==> src/rtl/instr_prefetch_pkg.sv <==
// Shared definitions for the instruction prefetch stage: datapath width,
// default reset pc, the buffered fetch entry and the prefetch mode.
package instr_prefetch_pkg;

    localparam int XLEN = 32;

    localparam logic [XLEN-1:0] RESET_PC_DEFAULT = '0;

    // One buffered fetch result as seen by the core.
    typedef struct packed {
        logic [XLEN-1:0] pc;
        logic [XLEN-1:0] instr;
    } fetch_entry_t;

    // FETCH: responses are live. DRAIN: responses still belong to a
    // pre-redirect stream and are discarded.
    typedef enum logic {
        MODE_FETCH = 1'b0,
        MODE_DRAIN = 1'b1
    } prefetch_mode_e;

    // Force an address onto a 4-byte boundary.
    function automatic logic [XLEN-1:0] word_align(input logic [XLEN-1:0] addr);
        return addr & ~XLEN'(3);
    endfunction

endpackage

==> src/rtl/sync_fifo.sv <==
// Single-clock FIFO with push, pop, flush and an occupancy count.
// The head is visible combinationally; an empty FIFO presents all zeros.
// A push into an empty FIFO becomes visible on the following cycle.
module sync_fifo #(
    parameter int WIDTH = 8,
    parameter int DEPTH = 4
) (
    input  logic                         clk,
    input  logic                         reset,
    input  logic                         push,
    input  logic [WIDTH-1:0]             push_data,
    input  logic                         pop,
    input  logic                         flush,
    output logic [WIDTH-1:0]             pop_data,
    output logic                         empty,
    output logic [$clog2(DEPTH+1)-1:0]   count
);

    localparam int AW = $clog2(DEPTH);
    localparam int CW = $clog2(DEPTH + 1);

    logic [WIDTH-1:0] mem [DEPTH];
    logic [AW-1:0]    wr_ptr;
    logic [AW-1:0]    rd_ptr;
    logic             push_ok;
    logic             pop_ok;

    assign empty   = (count == '0);
    assign push_ok = push && (count != CW'(DEPTH)) && !flush;
    assign pop_ok  = pop && !empty && !flush;

    assign pop_data = empty ? '0 : mem[rd_ptr];

    // Pointer and occupancy bookkeeping; flush empties the FIFO in one cycle.
    always_ff @(posedge clk) begin
        // NOTE: state registers use non-blocking assignment so every flop samples
        // pre-edge values; blocking here would create order-dependent races.
        if (reset || flush) begin
            wr_ptr <= '0;
            rd_ptr <= '0;
            count  <= '0;
        end else begin
            if (push_ok) wr_ptr <= wr_ptr + AW'(1);
            if (pop_ok)  rd_ptr <= rd_ptr + AW'(1);
            count <= count + CW'(push_ok) - CW'(pop_ok);
        end
    end

    // Storage write port.
    always_ff @(posedge clk) begin
        // NOTE: the storage array has no reset; occupancy decides validity and
        // the empty mask keeps stale contents off the output.
        if (push_ok) mem[wr_ptr] <= push_data;
    end

endmodule

==> src/rtl/instr_prefetch.sv <==
// Instruction prefetch stage: issues sequential word fetches under a credit
// limit, buffers in-order responses with their pc, and delivers them to the
// core. A redirect flushes the buffer and drains stale in-flight responses.
module instr_prefetch
    import instr_prefetch_pkg::*;
#(
    parameter int              DEPTH     = 4,
    parameter int              MAX_OUTST = 2,
    parameter logic [XLEN-1:0] RESET_PC  = RESET_PC_DEFAULT
) (
    input  logic            clk,
    input  logic            reset,
    output logic            mem_req_valid,
    input  logic            mem_req_ready,
    output logic [XLEN-1:0] mem_req_addr,
    input  logic            mem_rsp_valid,
    input  logic [XLEN-1:0] mem_rsp_data,
    input  logic            redirect_valid,
    input  logic [XLEN-1:0] redirect_pc,
    output logic            out_valid,
    input  logic            out_ready,
    output logic [XLEN-1:0] out_pc,
    output logic [XLEN-1:0] out_instr
);

    localparam int CW  = $clog2(DEPTH + 1);
    localparam int CW1 = CW + 1;
    localparam int OW  = $clog2(MAX_OUTST + 1);

    localparam logic [OW-1:0]  MAX_OUTST_C = OW'(MAX_OUTST);
    localparam logic [CW1-1:0] DEPTH_C     = CW1'(DEPTH);

    logic [XLEN-1:0] fetch_pc,    fetch_pc_n;
    logic [XLEN-1:0] resp_pc,     resp_pc_n;
    logic [OW-1:0]   outstanding, outstanding_n;
    logic [OW-1:0]   drop_cnt,    drop_cnt_n;

    logic [CW-1:0]   fifo_count;
    logic            fifo_empty;
    logic [CW1-1:0]  credit_used;
    logic            req_fire;
    logic            rsp_accept;
    logic [XLEN-1:0] target_pc;
    prefetch_mode_e  mode;
    fetch_entry_t    push_entry;
    fetch_entry_t    head_entry;

    assign mode      = (drop_cnt != '0) ? MODE_DRAIN : MODE_FETCH;
    assign target_pc = word_align(redirect_pc);

    // Buffered entries plus in-flight requests may never exceed the FIFO size,
    // so every response that is accepted always has a free slot.
    assign credit_used   = {1'b0, fifo_count} + CW1'(outstanding);
    assign mem_req_valid = !reset && !redirect_valid &&
                           (outstanding < MAX_OUTST_C) && (credit_used < DEPTH_C);
    assign mem_req_addr  = fetch_pc;
    assign req_fire      = mem_req_valid && mem_req_ready;

    // A response arriving during a redirect cycle is stale and never pushed.
    assign rsp_accept = mem_rsp_valid && (mode == MODE_FETCH) && !redirect_valid;

    assign push_entry = '{pc: resp_pc, instr: mem_rsp_data};

    sync_fifo #(
        .WIDTH ($bits(fetch_entry_t)),
        .DEPTH (DEPTH)
    ) u_fifo (
        .clk       (clk),
        .reset     (reset),
        .push      (rsp_accept),
        .push_data (push_entry),
        .pop       (out_ready),
        .flush     (redirect_valid),
        .pop_data  (head_entry),
        .empty     (fifo_empty),
        .count     (fifo_count)
    );

    assign out_valid = !fifo_empty;
    assign out_pc    = head_entry.pc;
    assign out_instr = head_entry.instr;

    // Next-state for the fetch/response pointers and the in-flight counters.
    always_comb begin
        // NOTE: every variable gets a default first so no path leaves it
        // unassigned, which would otherwise infer a latch.
        fetch_pc_n    = fetch_pc;
        resp_pc_n     = resp_pc;
        outstanding_n = outstanding;
        drop_cnt_n    = drop_cnt;

        if (req_fire)      outstanding_n = outstanding_n + OW'(1);
        if (mem_rsp_valid) outstanding_n = outstanding_n - OW'(1);

        if (redirect_valid) begin
            fetch_pc_n = target_pc;
            resp_pc_n  = target_pc;
            drop_cnt_n = outstanding - OW'(mem_rsp_valid);
        end else begin
            if (req_fire)   fetch_pc_n = fetch_pc + XLEN'(4);
            if (rsp_accept) resp_pc_n  = resp_pc + XLEN'(4);
            if (mem_rsp_valid && (mode == MODE_DRAIN)) drop_cnt_n = drop_cnt - OW'(1);
        end
    end

    // State register with synchronous reset.
    always_ff @(posedge clk) begin
        if (reset) begin
            fetch_pc    <= word_align(RESET_PC);
            resp_pc     <= word_align(RESET_PC);
            outstanding <= '0;
            drop_cnt    <= '0;
        end else begin
            fetch_pc    <= fetch_pc_n;
            resp_pc     <= resp_pc_n;
            outstanding <= outstanding_n;
            drop_cnt    <= drop_cnt_n;
        end
    end

endmodule

==> config.mk <==
export PLATFORM = sky130hd
export DESIGN_NAME = instr_prefetch
export DESIGN_NICKNAME = d
export VERILOG_FILES = /design/src/rtl/instr_prefetch_pkg.sv /design/src/rtl/sync_fifo.sv /design/src/rtl/instr_prefetch.sv
export SDC_FILE = /design/constraint.sdc
export NUM_CORES = 1
export LEC_CHECK = 0
export CAP_MARGIN = 25
export CORE_AREA = 2 2 153 185
export CTS_BUF_LIST = sky130_fd_sc_hd__clkbuf_8
export CTS_CLUSTER_SIZE = 8
export DETAILED_ROUTE_END_ITERATION = 10
export DIE_AREA = 0 0 155 187
export DONT_BUFFER_PORTS = 1
export GPL_TIMING_DRIVEN = 1
export PLACE_DENSITY = 0.76
export SYNTH_ARGS = -nofsm -noshare
export SYNTH_HDL_FRONTEND = slang
export SYNTH_SLANG_ARGS = --single-unit
==> constraint.sdc <==
create_clock -name clk -period 4.1 [get_ports clk]
set_input_delay 0.41 -clock clk [delete_from_list [all_inputs] [get_ports clk]]
set_output_delay 0.41 -clock clk [all_outputs]
set_load 0.1 [all_outputs]
After elaboration in Yosys (flattened, before gate mapping) --
Memories as Yosys holds them, arrays and structs flattened. A register that Yosys moved wholly into a read port is not among the register bits. Index checks and enable logic that the tools add are counted.
Word-level totals: register bits after elaboration 75, bits in writable memories 256, input port bits 70, logic and storage cells 60, memories 1
Memories:
- u_fifo.mem | words 4, bits a word 64, read ports 1, clocked after memory_dff 1, wr ports 1, RTL line sync_fifo.sv:22 | logic [WIDTH-1:0] mem [DEPTH];
Cells by class: add/subtract/negate cells 11, order comparisons 2, equal/unequal tests 1, multiplexer cells 14, bitwise operators 1, reductions and logical operators 21
Operators by type and width (number):
- $mux 32 | 4
- $add 32x3->32 const B | 2
- $mux 64 | 1
- $mux 2 | 6
- $logic_and 1x1->1 | 11
- $reduce_bool 2->1 | 4
- $add 2x1->2 const B | 3
- $add 3x2->4 | 1
- $lt 4x3->1 const B | 1
- $sub 2x1->2 const B | 2
- $add 3x1->3 | 1
- $logic_not 1->1 | 3
- $logic_not 3->1 | 1
- $mux 1 | 3
- $ne 3x3->1 const B | 1
- $sub 3x1->3 | 1
- $lt 2x2->1 const B | 1
- $reduce_or 2->1 | 1
- $sub 2x1->2 | 1
- $logic_or 1x1->1 | 1
- $not 1->1 | 1

Depth between registers and ports, before layout --
Gate-level depths: netlist of run 1.
depth after elaboration 9, gate-level depth with buffers 10, mapped depth without buffers 10

By module --
Synthesis of run 1 repeated with hierarchy kept, for this count alone.
Unflattened totals: cells, all modules 910, area total of the unflattened synthesis 13777.0 um^2
Modules (own cells, without submodules):
- sync_fifo | instances 1, cells an instance 455, area an instance 10146.0 um^2, sequential area each 7867.5 um^2
- instr_prefetch | instances 1, cells an instance 455, area an instance 3631.0 um^2, sequential area each 1281.2 um^2

Worst setup path before layout of run 1 --
OpenSTA, ideal clock, no wires.
path type register to output, start point register u_fifo.count[1], end point output port mem_req_valid, arrival time 3.131 ns, path slack 0.559 ns, cell stages (with the launch flop) 4, buffers on the path 0, cells stage by stage dfxtp_1 ha_1 a311o_1 nor3_1
On the way: word-level cells in the longest chain between the ends 3
RTL lines:
- start, declared | RTL line sync_fifo.sv:16 | output logic [$clog2(DEPTH+1)-1:0] count
- start signal, assigned | RTL line sync_fifo.sv:45 | count <= count + CW'(push_ok) - CW'(pop_ok);
- $add 3x2->4 | RTL line instr_prefetch.sv:53 | assign credit_used = {1'b0, fifo_count} + CW1'(outstanding);
- $lt 4x3->1 | RTL line instr_prefetch.sv:55 | (outstanding < MAX_OUTST_C) && (credit_used < DEPTH_C);
- $logic_and 1x1->1 | RTL line instr_prefetch.sv:55
- end, declared | RTL line instr_prefetch.sv:13 | output logic mem_req_valid,
No other way between the ends.

Worst setup path after layout of run 1 --
start point register fetch_pc[7] (netlist: mem_req_addr[7]), end point register fetch_pc[19] (netlist: mem_req_addr[19])
On the way: word-level cells in the longest chain between the ends 3
RTL lines:
- start, declared | RTL line instr_prefetch.sv:33 | logic [XLEN-1:0] fetch_pc, fetch_pc_n;
- start signal, assigned | RTL line instr_prefetch.sv:109 | fetch_pc <= word_align(RESET_PC);
- start signal, assigned | RTL line instr_prefetch.sv:114 | fetch_pc <= fetch_pc_n;
- $add 32x3->32 | RTL line instr_prefetch.sv:100 | if (req_fire) fetch_pc_n = fetch_pc + XLEN'(4);
- $mux 32 | RTL line instr_prefetch.sv:100
- $mux 32 | RTL line instr_prefetch.sv:95 | if (redirect_valid) begin
No other way between the ends. The select of a mux whose other input is x is not followed. A chain may end at the register's enable or synchronous reset.

==> flow_metrics.env, run 1 <==
export IMPL_status="complete, no violations"
export IMPL_cts_hold_buf=43
export IMPL_wl_per_cell_microns=19.8
export IMPL_ys_seq_area_share_pct=66.5
export IMPL_internal_power_mw=5.09
export IMPL_die_area_sq_um=29000
export IMPL_r2r_worst_path_cells=7
export IMPL_final_setup_viol_count=0
export IMPL_syn_inst=903
export IMPL_path_clk_slew_ns=0.06
export IMPL_tritoncts="built"
export IMPL_nets=1132
export IMPL_final_common_cell="edfxtp_1"
export IMPL_grt_max_degree=64
export IMPL_rsz0062_at_grt="no"
export IMPL_clk_latency_ns=0.57
export IMPL_pwr_share_clk_pct=35.3
export IMPL_start_util_pct=48.8
export IMPL_die_w_microns=155
export IMPL_worstReg2RegStart="mem_req_addr[7]"
export IMPL_synth_ff_type="edfxtp_1"
export IMPL_place_gp_congestion=0.907
export IMPL_multiInputGateArea_sq_um=4350
export IMPL_via_count=8182
export IMPL_hold_violations=0
export IMPL_r2r_end="mem_req_addr[19]"
export IMPL_vias_per_cell=5.75
export IMPL_yosysWarnings=0
export IMPL_skew_ns=0.0231
export IMPL_path_max_fanout=7
export IMPL_cts_root_buf="clkbuf_8"
export IMPL_cts_buffer_depth=3
export IMPL_p_comb_share_pct=11.3
export IMPL_drv_cap=0
export IMPL_synth_edf_count=248
export IMPL_dr_pass1_iters=5
export IMPL_ff2ff_setup_slack_ns=0.98
export IMPL_utilization_pct=58.4
export IMPL_power_leakage_nw=5.37
export IMPL_postRouteAntennaNets=0
export IMPL_critical_path_class="flip-flop to flip-flop"
export IMPL_port_buffers=0
export IMPL_power_switching_mw=1.80
export IMPL_whs_path_depth=2
export IMPL_fin_setup_tns_ns=0
export IMPL_cts_made_buffers=50
export IMPL_coreArea_sq_um=27400
export IMPL_hold_path_class="input port to flip-flop"
export IMPL_ios=168
export IMPL_grt_busiest_layer="met2"
export IMPL_use_met2_pct=33.0
export IMPL_clock_sinks=321
export IMPL_max_freq_ghz=0.321
export IMPL_avgSynthCellArea_sq_um=14.8
export IMPL_post_cts_buffers=0
export IMPL_wl_microns=28200
export IMPL_netlist_area_sq_um=13400
export IMPL_grt_overflow=0
export IMPL_nFillCells=2067
export IMPL_synth_seq_cells=321
export IMPL_crit_path_start_kind="flip-flop"
export IMPL_period_share_pct=76.0
export IMPL_worst_ep_required_time_ns=4.61
export IMPL_end_kind="flip-flop"
export IMPL_die_h_microns=187
export IMPL_antenna_found_initial=0
export IMPL_htree_levels=2
export IMPL_min_delay_start="redirect_pc[28]"
export IMPL_num_antenna_cells=0
export IMPL_fin_hold_ws_ns=0.0185
export IMPL_dp_hpwl_microns=17300
export IMPL_p_per_area_nw_per_um2=430
export IMPL_min_to="mem_req_addr[28]"
export IMPL_grt_pass1_vias=8290
export IMPL_fp_row_count=67
export IMPL_synth_cell_types=57
export IMPL_regArea_sq_um=8910
export IMPL_max_slew_margin_pct=27.7
export IMPL_netSwitchingFraction_pct=26.1
export IMPL_cts_resized=0
export IMPL_drcViolationCount=0
export IMPL_first_iter_violations=543
export IMPL_use_met1_pct=25.5
export IMPL_worst_slew_pin_slew_ns=1.08
export IMPL_power_frac_seq_pct=53.5
export IMPL_cp_data_arrival_time_ns=3.63
export IMPL_fin_crit_ns=3.12
export IMPL_async_reset_ff_share_pct=0
export IMPL_grt_usage_pct=19.6
export IMPL_syn_to_final_growth_pct=19.5
export IMPL_vdd_drop_max_v=0.000243
export IMPL_slew_violations=0
export IMPL_grt_pass1_wl_microns=44600
export IMPL_drive_above_1_share_pct=28.2
export IMPL_use_met3_pct=4.54
export IMPL_final_cell_mix="edfxtp_1 (248), buf_4 (96), dfxtp_1 (71)"
## worst max-delay path by stage
stage	from	to	slack, ns	cells past startpoint
after global routing	mem_req_addr[7]	mem_req_addr[19]	0.88	7
after CTS	u_fifo.count[2]	out_valid	0.90	3
after global placement	drop_cnt[0]	u_fifo.mem[3][38]	1.24	6
after detailed placement	drop_cnt[0]	u_fifo.mem[1][28]	1.16	6
after floorplan	u_fifo.count[1]	mem_req_valid	0.56	3
final	mem_req_addr[7]	mem_req_addr[19]	0.98	7
## flip-flops by register name, indices dropped and copies added, names as in the netlist, named ones only
name           count
drop_cnt           2
mem_req_addr      30
outstanding        2
resp_pc           30
u_fifo.count       3
u_fifo.mem       248
u_fifo.rd_ptr      2
u_fifo.wr_ptr      2
## layer usage
| metal | routed length, microns | up-vias |
|---|---|---|
| met3 | 2360 | 55 |
| met1 | 11300 | 4032 |
| met2 | 13900 | 342 |
| met4 | 591 | 0 |
| li1 | - | 3753 |
| met5 | 0 | - |
## critical path, cell delays in order (launching register included)
cell	delay, ns
dfxtp_1	0.31
buf_4	0.32
nand4_2	0.32
nor4_1	0.88
nand4_1	0.19
mux2_2	0.31
a21oi_1	0.15
dlygate4sd3_1	0.57
## cell families (layout without fill, tap and decap cells)
family,count (synthesis),after routing,synth area share [%]
multiplexers,67,67,10.8
AND/OR/NAND/NOR,277,277,11.3
XOR/XNOR,38,38,2.49
adder cells (fa/ha/maj),12,12,1.18
flip-flops,321,321,66.5
other,1,4,0.0280
buffers and inverters,76,249,2.35
AO/OA/AOI/OAI,111,111,5.34
## per-stage QoR
| step | area [sq um] | std cells | setup WS [ns] | total power, mW |
|---|---|---|---|---|
| finish | 16000 | 1424 | 0.983 | 6.89 |
| global placement | 14600 | 1297 | 1.24 | 4.44 |
| CTS | 15900 | 1421 | 0.900 | 6.95 |
| detailed placement | 14600 | 1297 | 1.16 | 4.46 |
| floorplan | 13400 | 906 | 0.559 | 4.30 |
| global route | 16000 | 1424 | 0.878 | 7.14 |
## power by group through the flow
stage	clock [mW]	combinational (mW)	sequential [mW]
2_1_floorplan	0	0.454	3.85
3_3_place_gp	0	0.698	3.75
3_5_place_dp	0	0.706	3.75
4_1_cts	2.49	0.767	3.69
5_1_grt	2.63	0.818	3.69
6_report	2.43	0.775	3.68
## area by class of cell
cell class	count	share of cell area (%)
Inverter	21	0.493
Multi-Input combinational cell	509	27.2
Clock buffer	51	4.39
Clock inverter	30	1.11
Sequential cell	321	55.7
Timing Repair Buffer	147	8.44
Tap cell	345	2.70
## synthesized netlist by cell type (all sizes together) (6+ instances only)
cell type / number / area, sq um
edfxtp: 248 / 7450
dfxtp: 73 / 1460
a31oi: 19 / 119
xnor2: 28 / 245
xor2: 10 / 87.6
ha: 11 / 138
a21oi: 26 / 130
nor2: 57 / 214
nand4: 19 / 131
inv: 21 / 78.8
o21ai: 19 / 95.1
nor3: 16 / 80.1
nand3: 25 / 125
clkbuf: 37 / 139
nor4: 15 / 115
buf: 18 / 96.3
mux4: 62 / 1400
nand2: 42 / 158
and2: 9 / 56.3
or3: 6 / 37.5
nor2b: 63 / 394
a211oi: 23 / 173
(Power assumes the default switching activity.)
==> run 2, diff against run 1 <==
==> constraint.sdc (replaced) <==
create_clock -name clk -period 3 [get_ports clk]
set_input_delay 0.3 -clock clk [delete_from_list [all_inputs] [get_ports clk]]
set_output_delay 0.3 -clock clk [all_outputs]
set_load 0.1 [all_outputs]
==> run 2 against run 1 <==
Net effect:
- highest routed layer unchanged
- final cell count up 2.4%
- critical path depth decreased by 2
- via count is 1.7% higher
==> flow_metrics.env, run 2 (synthesis results as in run 1) <==
export IMPL_largest_register_ffs=248
export IMPL_cp_slowest_cell="buf_4"
export IMPL_end_kind="output pin"
export IMPL_whs_path_depth=3
export IMPL_num_antenna_cells=0
export IMPL_post_cts_buffers=0
export IMPL_fp_row_count=67
export IMPL_vdd_drop_max_v=0.000339
export IMPL_drv_cap=0
export IMPL_period_share_pct=92.2
export IMPL_power_leakage_nw=5.51
export IMPL_p_per_area_nw_per_um2=575
export IMPL_fin_hold_ws_ns=0.0300
export IMPL_power_frac_seq_pct=53.3
export IMPL_skew_ns=0.0158
export IMPL_path_cells="nor3_2, buf_4, buf_6, nor2b_2, buf_4"
export IMPL_max_stage_delay_ns=0.46
export IMPL_nets=1165
export IMPL_rsz0062_at_grt="no"
export IMPL_fin_crit_ns=2.76
export IMPL_die_w_microns=155
export IMPL_drcViolationCount=0
export IMPL_wl_microns=29100
export IMPL_status="complete, no violations"
export IMPL_cts_made_buffers=50
export IMPL_internal_power_mw=6.93
export IMPL_first_iter_violations=536
export IMPL_postRouteAntennaNets=0
export IMPL_power_switching_mw=2.46
export IMPL_critPathMostFrequentCell="buf_4"
export IMPL_r2r_worst_path_cells=8
export IMPL_place_gp_congestion=0.898
export IMPL_fin_setup_tns_ns=0
export IMPL_cts_buffer_depth=3
export IMPL_tritoncts="built"
export IMPL_syn_to_final_growth_pct=21.9
export IMPL_max_slew_margin_pct=40.0
export IMPL_clock_sinks=321
export IMPL_final_cell_mix="edfxtp_1 (248), buf_4 (104), dfxtp_1 (71)"
export IMPL_vias_per_cell=5.71
export IMPL_via_count=8320
export IMPL_cp_data_arrival_time_ns=2.46
export IMPL_slew_violations=0
export IMPL_start_util_pct=48.8
export IMPL_cts_root_buf="clkbuf_8"
export IMPL_p_comb_share_pct=12.0
export IMPL_die_h_microns=187
export IMPL_netSwitchingFraction_pct=26.2
export IMPL_clk_latency_ns=0.56
export IMPL_path_max_fanout=38
export IMPL_crit_path_start_kind="flip-flop"
export IMPL_drive_above_1_share_pct=28.7
export IMPL_final_setup_viol_count=0
export IMPL_final_common_cell="edfxtp_1"
export IMPL_grt_pass1_vias=8594
export IMPL_regMostFlops="u_fifo.mem"
export IMPL_path_clk_slew_ns=0.06
export IMPL_grt_usage_pct=20.1
export IMPL_port_buffers=0
export IMPL_nFillCells=2044
export IMPL_coreArea_sq_um=27400
export IMPL_grt_overflow=0
export IMPL_pwr_share_clk_pct=34.7
export IMPL_die_area_sq_um=29000
export IMPL_place_area_sq_um=14700
export IMPL_worst_ep_required_time_ns=2.70
export IMPL_critical_path_class="flip-flop to output pin"
export IMPL_worst_slew_pin_slew_ns=0.892
export IMPL_grt_max_degree=64
export IMPL_dr_pass1_iters=5
export IMPL_hold_violations=0
export IMPL_finalInstanceArea_sq_um=16300
export IMPL_max_freq_ghz=0.362
export IMPL_wl_per_cell_microns=19.9
export IMPL_antenna_found_initial=0
export IMPL_htree_levels=2
export IMPL_hold_path_class="input port to flip-flop"
export IMPL_grt_pass1_wl_microns=45700
export IMPL_dp_hpwl_microns=17500
export IMPL_ios=168
## run 2: area by class of cell
class | instances | area (sq um) | share of cell area (%)
flip-flops and latches | 321 | 8910 | 54.6
clock inverters | 26 | 106 | 0.652
repair buffers | 180 | 1660 | 10.2
clock buffers | 56 | 771 | 4.72
inverters | 21 | 78.8 | 0.483
multi-input cells | 509 | 4350 | 26.7
well taps | 345 | 432 | 2.65
## run 2: per-layer routing
layer	vias to the layer above	wire [microns]	part of all wire (%)	track usage, %
met3	65	2090	7.2	4.54
met5	-	0	0	0
met1	4103	11800	41	25.3
met4	0	762	2.6	7.26
li1	3827	-	-	-
met2	325	14400	49	34.2
## run 2: worst paths after layout
| path | startpoint | endpoint | slack (ns) |
|---|---|---|---|
| min | mem_rsp_valid | outstanding[1] | 0.03 |
| max | u_fifo.count[2] | out_instr[0] | 0.24 |
| max reg2reg | u_fifo.count[1] | mem_req_addr[12] | 0.36 |
| min reg2reg | resp_pc[5] | u_fifo.mem[3][37] | 0.53 |
## run 2: through the flow
| stage | power (mW) | utilization [%] | setup slack (ns) | instances |
|---|---|---|---|---|
| after CTS | 9.48 | 59.5 | 0.113 | 1458 |
| after detailed placement | 6.10 | 53.8 | 0.503 | 1310 |
| after global routing | 9.72 | 59.5 | 0.0811 | 1458 |
| after floorplan | 5.88 | - | 0.217 | 906 |
| final | 9.39 | 59.5 | 0.235 | 1458 |
| after global placement | 6.08 | 53.8 | 0.550 | 1310 |
## run 2: timing repair
action | CTS | global route
hold buffers | 66 | 0
gates resized for setup | 1 | 0
endpoints found under the hold margin | 193 | 0
endpoints found under the setup margin | 2 | 0
## run 2: power by group through the flow
stage                     clock (mW)  combinational (mW)  sequential, mW
after floorplan                    0               0.622            5.25
after global placement             0               0.990            5.09
after detailed placement           0                1.00            5.10
after CTS                       3.35                1.12            5.01
after global routing            3.52                1.18            5.02
final                           3.26                1.12            5.01
## run 2: critical path, delay by kind of cell, from the launching register on
family	cells	cell delay (ns)
buffers and inverters	3	1.17
DFF	1	0.35
and+or+nand+nor	2	0.34
==> run 3, diff against run 2 <==
--- a/config.mk
+++ b/config.mk
@@ -13,6 +13,7 @@
 export DIE_AREA = 0 0 155 187
 export DONT_BUFFER_PORTS = 1
 export GPL_TIMING_DRIVEN = 1
+export HOLD_SLACK_MARGIN = 0.02
 export PLACE_DENSITY = 0.76
 export SYNTH_ARGS = -nofsm -noshare
 export SYNTH_HDL_FRONTEND = slang
==> run 3 against run 2 <==
Net effect:
- sequential cell count unchanged
- non-clock buffer count grew 2
- via count down 0.46%
- wire length down 0.14%
- first-iteration DRC count is 9.3% lower
- hold slack improved by 0.024 ns
- clock power barely moved
- count of clock-buffer cells in the layout did not move
- sequential share of layout area fell by 0.076 points
==> flow_metrics.env, run 3 (synthesis results as in run 1) <==
export IMPL_grt_max_degree=64
export IMPL_max_stage_delay_ns=0.46
export IMPL_clk_latency_ns=0.56
export IMPL_ff2ff_setup_slack_ns=0.32
export IMPL_place_gp_congestion=0.898
export IMPL_grt_usage_pct=20.1
export IMPL_grt_pass1_wl_microns=45700
export IMPL_pre_cts_slack_ns=0.503
export IMPL_layout_setup_ws_ns=0.235
export IMPL_drv_cap=0
export IMPL_coreArea_sq_um=27400
export IMPL_regMostFlops="u_fifo.mem"
export IMPL_grt_overflow=0
export IMPL_antenna_found_initial=0
export IMPL_cts_buffer_depth=3
export IMPL_hold_path_class="input port to flip-flop"
export IMPL_fp_row_count=67
export IMPL_status="complete, no violations"
export IMPL_syn_to_final_growth_pct=22.0
export IMPL_drive_above_1_share_pct=28.7
export IMPL_post_cts_buffers=0
export IMPL_critPathMostFrequentCell="buf_4"
export IMPL_r2r_worst_path_cells=8
export IMPL_r2r_end="mem_req_addr[11]"
export IMPL_wl_microns=29000
export IMPL_clock_sinks=321
export IMPL_path_cells="nor3_2, buf_4, buf_6, inv_1, buf_4"
export IMPL_dr_pass1_iters=5
export IMPL_drcViolationCount=0
export IMPL_vias_per_cell=5.67
export IMPL_htree_levels=2
export IMPL_min_delay_start="redirect_valid"
export IMPL_min_to="u_fifo.rd_ptr[0]"
export IMPL_use_met2_pct=34.4
export IMPL_use_met3_pct=4.59
export IMPL_slew_violations=0
export IMPL_final_common_cell="edfxtp_1"
export IMPL_period_share_pct=92.2
export IMPL_cp_slowest_cell="buf_4"
export IMPL_die_h_microns=187
export IMPL_start_util_pct=48.8
export IMPL_path_max_fanout=38
export IMPL_skew_ns=0.0172
export IMPL_ios=168
export IMPL_fin_total_pwr_mw=9.39
export IMPL_rsz0062_at_grt="no"
export IMPL_nets=1167
export IMPL_num_antenna_cells=0
export IMPL_grt_pass1_vias=8579
export IMPL_grt_busiest_layer="met2"
export IMPL_end_kind="output pin"
export IMPL_final_cell_mix="edfxtp_1 (248), buf_4 (104), dfxtp_1 (71)"
export IMPL_power_leakage_nw=5.53
export IMPL_whs_path_depth=3
export IMPL_max_freq_ghz=0.362
export IMPL_path_clk_slew_ns=0.06
export IMPL_p_per_area_nw_per_um2=575
export IMPL_first_iter_violations=486
export IMPL_worstReg2RegStart="u_fifo.count[1]"
export IMPL_cp_data_arrival_time_ns=2.47
export IMPL_cts_made_buffers=50
export IMPL_fin_crit_ns=2.77
export IMPL_vdd_drop_max_v=0.000339
export IMPL_largest_register_ffs=248
export IMPL_port_buffers=0
export IMPL_postRouteAntennaNets=0
export IMPL_regArea_sq_um=8910
export IMPL_max_slew_margin_pct=46.3
export IMPL_hold_violations=0
export IMPL_via_count=8282
export IMPL_worst_slew_pin_slew_ns=0.799
export IMPL_cts_root_buf="clkbuf_8"
export IMPL_wl_per_cell_microns=19.9
export IMPL_nFillCells=2041
export IMPL_multiInputGateArea_sq_um=4360
export IMPL_die_area_sq_um=29000
export IMPL_worst_ep_required_time_ns=2.70
export IMPL_use_met1_pct=25.3
export IMPL_crit_path_start_kind="flip-flop"
export IMPL_tritoncts="built"
export IMPL_fin_setup_tns_ns=0
export IMPL_critical_path_class="flip-flop to output pin"
export IMPL_dp_hpwl_microns=17500
export IMPL_final_setup_viol_count=0
export IMPL_die_w_microns=155
==> run 3: cell type report <==
class	instances	area share [%]
multi-input cells	509	26.7
clock buffers	56	4.72
well taps	345	2.64
flip-flops and latches	321	54.6
repair buffers	182	10.3
clock inverters	26	0.651
inverters	21	0.482
==> run 3: stage by stage <==
step                      cell area [sq um]  instances  utilization, %  hold slack (ns)
final                                 16300       1460            59.6           0.0545
after global routing                  16300       1460            59.6           0.0571
after CTS                             16300       1460            59.6           0.0207
after detailed placement              14700       1310            53.8            0.376
after global placement                14700       1310            53.8            0.377
after floorplan                       13400        906               -            0.399
==> run 3: what timing repair did <==
action                                  CTS  global route
hold buffers                             68             0
endpoints found under the setup margin    2             1
gates resized for setup                   1             2
endpoints found under the hold margin   194             0
==> run 3: worst max-delay path, delay by kind of cell, from the launching register on <==
| family | cells | cell delay, ns |
|---|---|---|
| buf+inv | 4 | 1.26 |
| flops | 1 | 0.35 |
| simple gates | 1 | 0.25 |
==> run 3: worst max-delay path by stage <==
stage / from / endpoint / slack [ns] / depth (start not counted)
after floorplan: flip-flop / out_instr[10] / 0.22 / 4
after CTS: u_fifo.count[1] / mem_req_addr[11] / 0.11 / 8
after global placement: u_fifo.count[1] / mem_req_addr[9] / 0.55 / 6
after global routing: u_fifo.count[1] / mem_req_addr[11] / 0.08 / 8
final: u_fifo.count[2] / out_valid / 0.23 / 5
after detailed placement: u_fifo.count[1] / mem_req_addr[22] / 0.50 / 5
==> run 3: per-layer routing <==
| layer | up-vias | routed length, microns |
|---|---|---|
| li1 | 3827 | - |
| met1 | 4094 | 11800 |
| met2 | 301 | 14500 |
| met3 | 60 | 2020 |
| met4 | 0 | 704 |
| met5 | - | 0 |
==> run 3: where the power goes <==
group / total, mW / internal (mW) / switching (mW)
logic: 1.13 / 0.331 / 0.796
registers: 5.01 / 4.91 / 0.0949
clock network: 3.26 / 1.69 / 1.57
